### config.mk
export PLATFORM = sky130hd
export DESIGN_NAME = div32
export DESIGN_NICKNAME = d
export VERILOG_FILES = /design/src/rtl/div32.sv
export SDC_FILE = /design/constraint.sdc
export NUM_CORES = 1
export LEC_CHECK = 0
export BUFFER_PORTS_ARGS = -buffer_cell sky130_fd_sc_hd__buf_2
export CORE_MARGIN = 4
export CORE_UTILIZATION = 43
export CTS_CLUSTER_DIAMETER = 100
export DETAILED_ROUTE_END_ITERATION = 16
export GPL_TIMING_DRIVEN = 1
export PLACE_DENSITY_LB_ADDON = 0.12
export SYNTH_ARGS = -nofsm -noshare
export SYNTH_HDL_FRONTEND = slang
export SYNTH_SLANG_ARGS = --single-unit
### constraint.sdc
create_clock -name clk -period 12.2 [get_ports clk]
set_clock_uncertainty 0.15 [all_clocks]
set_input_delay 1.22 -clock clk [delete_from_list [all_inputs] [get_ports clk]]
set_output_delay 1.22 -clock clk [all_outputs]
set_load 0.005 [all_outputs]
### src/rtl/div32.sv
// div32: sequential 32-bit non-restoring divider, one quotient bit per cycle.
// Define DIV32_SIGNED_EN to build the signed (two's complement) path.
module div32 (
  input  logic        clk,
  input  logic        clrn,
  input  logic        start,
  input  logic        sign,
  input  logic [31:0] a,
  input  logic [31:0] b,
  output logic [31:0] q,
  output logic [31:0] r,
  output logic        busy,
  output logic        ready
);
  typedef enum logic [1:0] {IDLE, RUN, FIX} state_t;
  state_t      r_state, w_next;
  logic [32:0] r_pr, w_sh, w_res;
  logic [31:0] r_dd, r_dv, w_ua, w_ub, w_rem, w_qf, w_rf;
  logic [4:0]  r_cnt;
  logic        w_load;
  assign w_load = r_state == IDLE && start;
  assign w_sh   = {r_pr[31:0], r_dd[31]};
  assign w_res  = r_pr[32] ? w_sh + {1'b0, r_dv} : w_sh - {1'b0, r_dv};
  assign w_rem  = r_pr[32] ? r_pr[31:0] + r_dv : r_pr[31:0];
`ifdef DIV32_SIGNED_EN
  logic r_qs, r_rs;
  assign w_ua = (sign & a[31]) ? -a : a;
  assign w_ub = (sign & b[31]) ? -b : b;
  assign w_qf = r_qs ? -r_dd : r_dd;
  assign w_rf = r_rs ? -w_rem : w_rem;
  always_ff @(posedge clk or negedge clrn)
    if (!clrn) begin
      r_qs <= 1'b0;
      r_rs <= 1'b0;
    end else if (w_load) begin
      r_qs <= sign & (a[31] ^ b[31]);
      r_rs <= sign & a[31];
    end
`else
  logic w_unused;
  assign w_unused = sign;
  assign w_ua = a;
  assign w_ub = b;
  assign w_qf = r_dd;
  assign w_rf = w_rem;
`endif
  always_comb begin
    w_next = r_state;
    case (r_state)
      IDLE:    w_next = start ? RUN : IDLE;
      RUN:     w_next = &r_cnt ? FIX : RUN;
      default: w_next = IDLE;
    endcase
  end
  // Zero divisor leaves the dividend in the remainder naturally; only q is forced.
  always_ff @(posedge clk or negedge clrn)
    if (!clrn) begin
      r_state <= IDLE;
      r_pr    <= '0;
      r_dd    <= '0;
      r_dv    <= '0;
      r_cnt   <= '0;
      q       <= '0;
      r       <= '0;
      busy    <= 1'b0;
      ready   <= 1'b0;
    end else begin
      r_state <= w_next;
      busy    <= w_next != IDLE;
      ready   <= r_state == FIX;
      if (w_load) begin
        r_pr  <= '0;
        r_dd  <= w_ua;
        r_dv  <= w_ub;
        r_cnt <= '0;
      end else if (r_state == RUN) begin
        r_pr  <= w_res;
        r_dd  <= {r_dd[30:0], ~w_res[32]};
        r_cnt <= r_cnt + 5'd1;
      end else if (r_state == FIX) begin
        q <= r_dv == '0 ? '1 : w_qf;
        r <= w_rf;
      end
    end
endmodule

==> metrics.yaml <==
multi_input_comb_area_um2: 6309
first_global_vias: 8944
critical_path_class: "flop to flop"
portBuffers: 132
synth-seq-cells: 170
vias: 9289
slowest_stage: "dfrtp_1"
crit_buf_inv: 0
numCtsBuffers: 17
cts.sinks: 170
wl_per_cell_um: 17.45
die_width_um: 166.9
clk_latency_ns: 0.44
fmax_mhz: 219.4
hold_class: "flop to flop"
post-route-min-period_ns: 4.559
final_nets: 1474
cts_resized: 0
crit_path_end_kind: "flop"
die-height_um: 166.9
regArea_um2: 4255
coreArea_um2: 24600
tightest_slew_ns: 1.172
syn_nets: 1373
async_flop_share_pct: 100.0
yosys_warnings: 0
cts-root-buf: "clkbuf_16"
post-dp-hpwl_um: 20720
final_cell_mix: "169 x dfrtp_1, 164 x nand2_1, 163 x o21ai_0"
first_pass_iters: 5
grt_use_total_pct: 20.92
cp_max_fo: 9
cpMostUsedCell: "nor2_1"
drive_above_1_share_pct: 16.88
routabilityCongestion: 0.8694
cpLargestDelayFamily: "simple AND/OR/NAND/NOR gates"
syn_inst: 1237
num-fill-cells: 2419
timing.final.crit_share_pct: 37.37
grt_first_pass_wirelength_um: 48090
start_kind: "flop"
rsz0062_at_grt: "false"
cts_buffer_depth: 2
diodes: 0
ys_seq_area_share_pct: 39.17
vias_per_cell: 5.546
ctsHoldBuffers: 0
h-tree-depth: 4
area_growth_pct: 14.59
synth_area_um2: 10860
cts_tree: "yes"
rows: 57
io_pins: 134
synth_edf_count: 0
start_util_pct: 44.14
grt-ovfl-total: 0
setup_viol: 0
hold_viol: 0
antenna_found_initial: 0
die-area_um2: 27870
worstPathRequired_ns: 12.38
yosys.cell_types.count: 66
post_cts_buffers: 0
ys.flop_type: "dfrtp_1"
path_cells: "nor2_1 > nand4b_1 > or2_2 > nor2b_1 > and3b_1 > nor2b_1 > a21o_1 > xnor2_1 > ha_1 > nand2_1 > nor2_1 > a211oi_1 > nor2_1 > a221o_1 > a211o_1 > a211o_1 > a32o_1"
status: "finished, final reports clean"
wl_um: 29230
antenna_left: 0
cap_violations: 0
drt_iter0_drc: 548
setup-tns-final_ns: 0
cp_slowest_stage_delay_ns: 0.43
layout_commonest_cell: "dfrtp_1"
drc: 0
slew_violations: 0
clk_pin_slew_ns: 0.08
avgSynthCellArea_um2: 8.781
grt_max_degree: 87
cp.arrival_ns: 4.74
relSlewSlack_pct: 21.67
final timing paths:
| path | start | endpoint | slack (ns) | cells after the start |
|---|---|---|---|---|
| worst max register to register | r_dv[3] | r_pr[26] | 7.64 | 17 |
| worst min-delay path | q[19] | q[19] | 0.31 | 2 |
| min in group asynchronous | clrn | q[26] | 0.64 | 1 |
| worst min register to register | q[19] | q[19] | 0.31 | 2 |
| max in group asynchronous | clrn | r_pr[32] | 10.05 | 2 |
| worst max-delay path | r_dv[3] | r_pr[26] | 7.64 | 17 |
flip-flops by register name, indices dropped and copies added, names as in the netlist:
signal   cells
busy         1
q           32
r           32
r_cnt        5
r_dd        32
r_dv        32
r_pr        33
r_state      2
ready        1
synth_stat cells, drive strengths merged (7+ instances only):
| cell type | instances | share of area, % |
|---|---|---|
| nor2b | 41 | 2.4 |
| nor3 | 20 | 1.1 |
| nand2 | 164 | 5.7 |
| a22oi | 32 | 2.2 |
| nand4 | 9 | 0.52 |
| a31oi | 10 | 0.63 |
| mux2i | 13 | 1.2 |
| o21ai | 170 | 7.9 |
| a22o | 8 | 0.65 |
| clkbuf | 53 | 1.8 |
| mux2 | 28 | 2.9 |
| a21o | 27 | 1.9 |
| dfrtp | 170 | 39 |
| a21oi | 118 | 5.4 |
| a211oi | 7 | 0.53 |
| nand3 | 18 | 0.88 |
| nor2 | 65 | 2.2 |
| inv | 20 | 0.69 |
| xor2 | 52 | 4.2 |
| or3 | 13 | 0.79 |
| nand2b | 10 | 0.58 |
| ha | 66 | 7.6 |
| xnor2 | 31 | 2.5 |
| o21bai | 9 | 0.62 |
| buf | 11 | 0.38 |
logic make-up (layout without fill, tap and decap cells):
group | after synthesis | in the layout | synth area share [%]
AO/OA/AOI/OAI | 425 | 425 | 23.45
AND/OR/NAND/NOR | 364 | 364 | 15.64
flip-flops | 170 | 170 | 39.17
buffers and inverters | 86 | 200 | 2.972
XOR/XNOR | 83 | 83 | 6.693
adder cells (fa/ha/maj) | 68 | 68 | 7.971
multiplexers | 41 | 41 | 4.101
per-stage QoR:
step	utilization [%]	instances	hold slack [ns]	area (um^2)	worst slack (ns)
floorplan	-	1237	0.3009	10860	8.133
global placement	48.05	1643	0.2952	11820	7.670
detailed placement	48.05	1643	0.3007	11820	7.657
CTS	50.59	1675	0.3188	12450	7.644
global route	50.59	1675	0.3380	12450	7.208
finish	50.59	1675	0.3117	12450	7.641
layer usage:
metal	vias up	part of all wire (%)	GRT usage [%]
met5	-	0	0
met4	0	1.7	5.087
met3	27	4.6	3.650
met2	229	45	32.19
met1	4391	49	30.79
li1	4642	-	-
worst register-to-register path, stage by stage (launching register included):
cell and delay (ns):
dfrtp_1 0.43, nor2_1 0.20, nand4b_1 0.16, or2_2 0.35
nor2b_1 0.28, and3b_1 0.26, nor2b_1 0.27, a21o_1 0.24
xnor2_1 0.09, ha_1 0.42, nand2_1 0.11, nor2_1 0.04
a211oi_1 0.28, nor2_1 0.08, a221o_1 0.29, a211o_1 0.28
a211o_1 0.30, a32o_1 0.25
area by class of cell:
type	count	area share, %
Clock inverter	15	1.588
Tap cell	324	3.257
Clock buffer	17	3.418
Inverter	22	0.6635
Sequential cell	170	34.19
Multi-Input combinational cell	981	50.68
Timing Repair Buffer	146	6.202
Power is left out: the tool's default activity adds up to more than one toggle a clock period on the data nets, which glitch-free logic cannot reach.
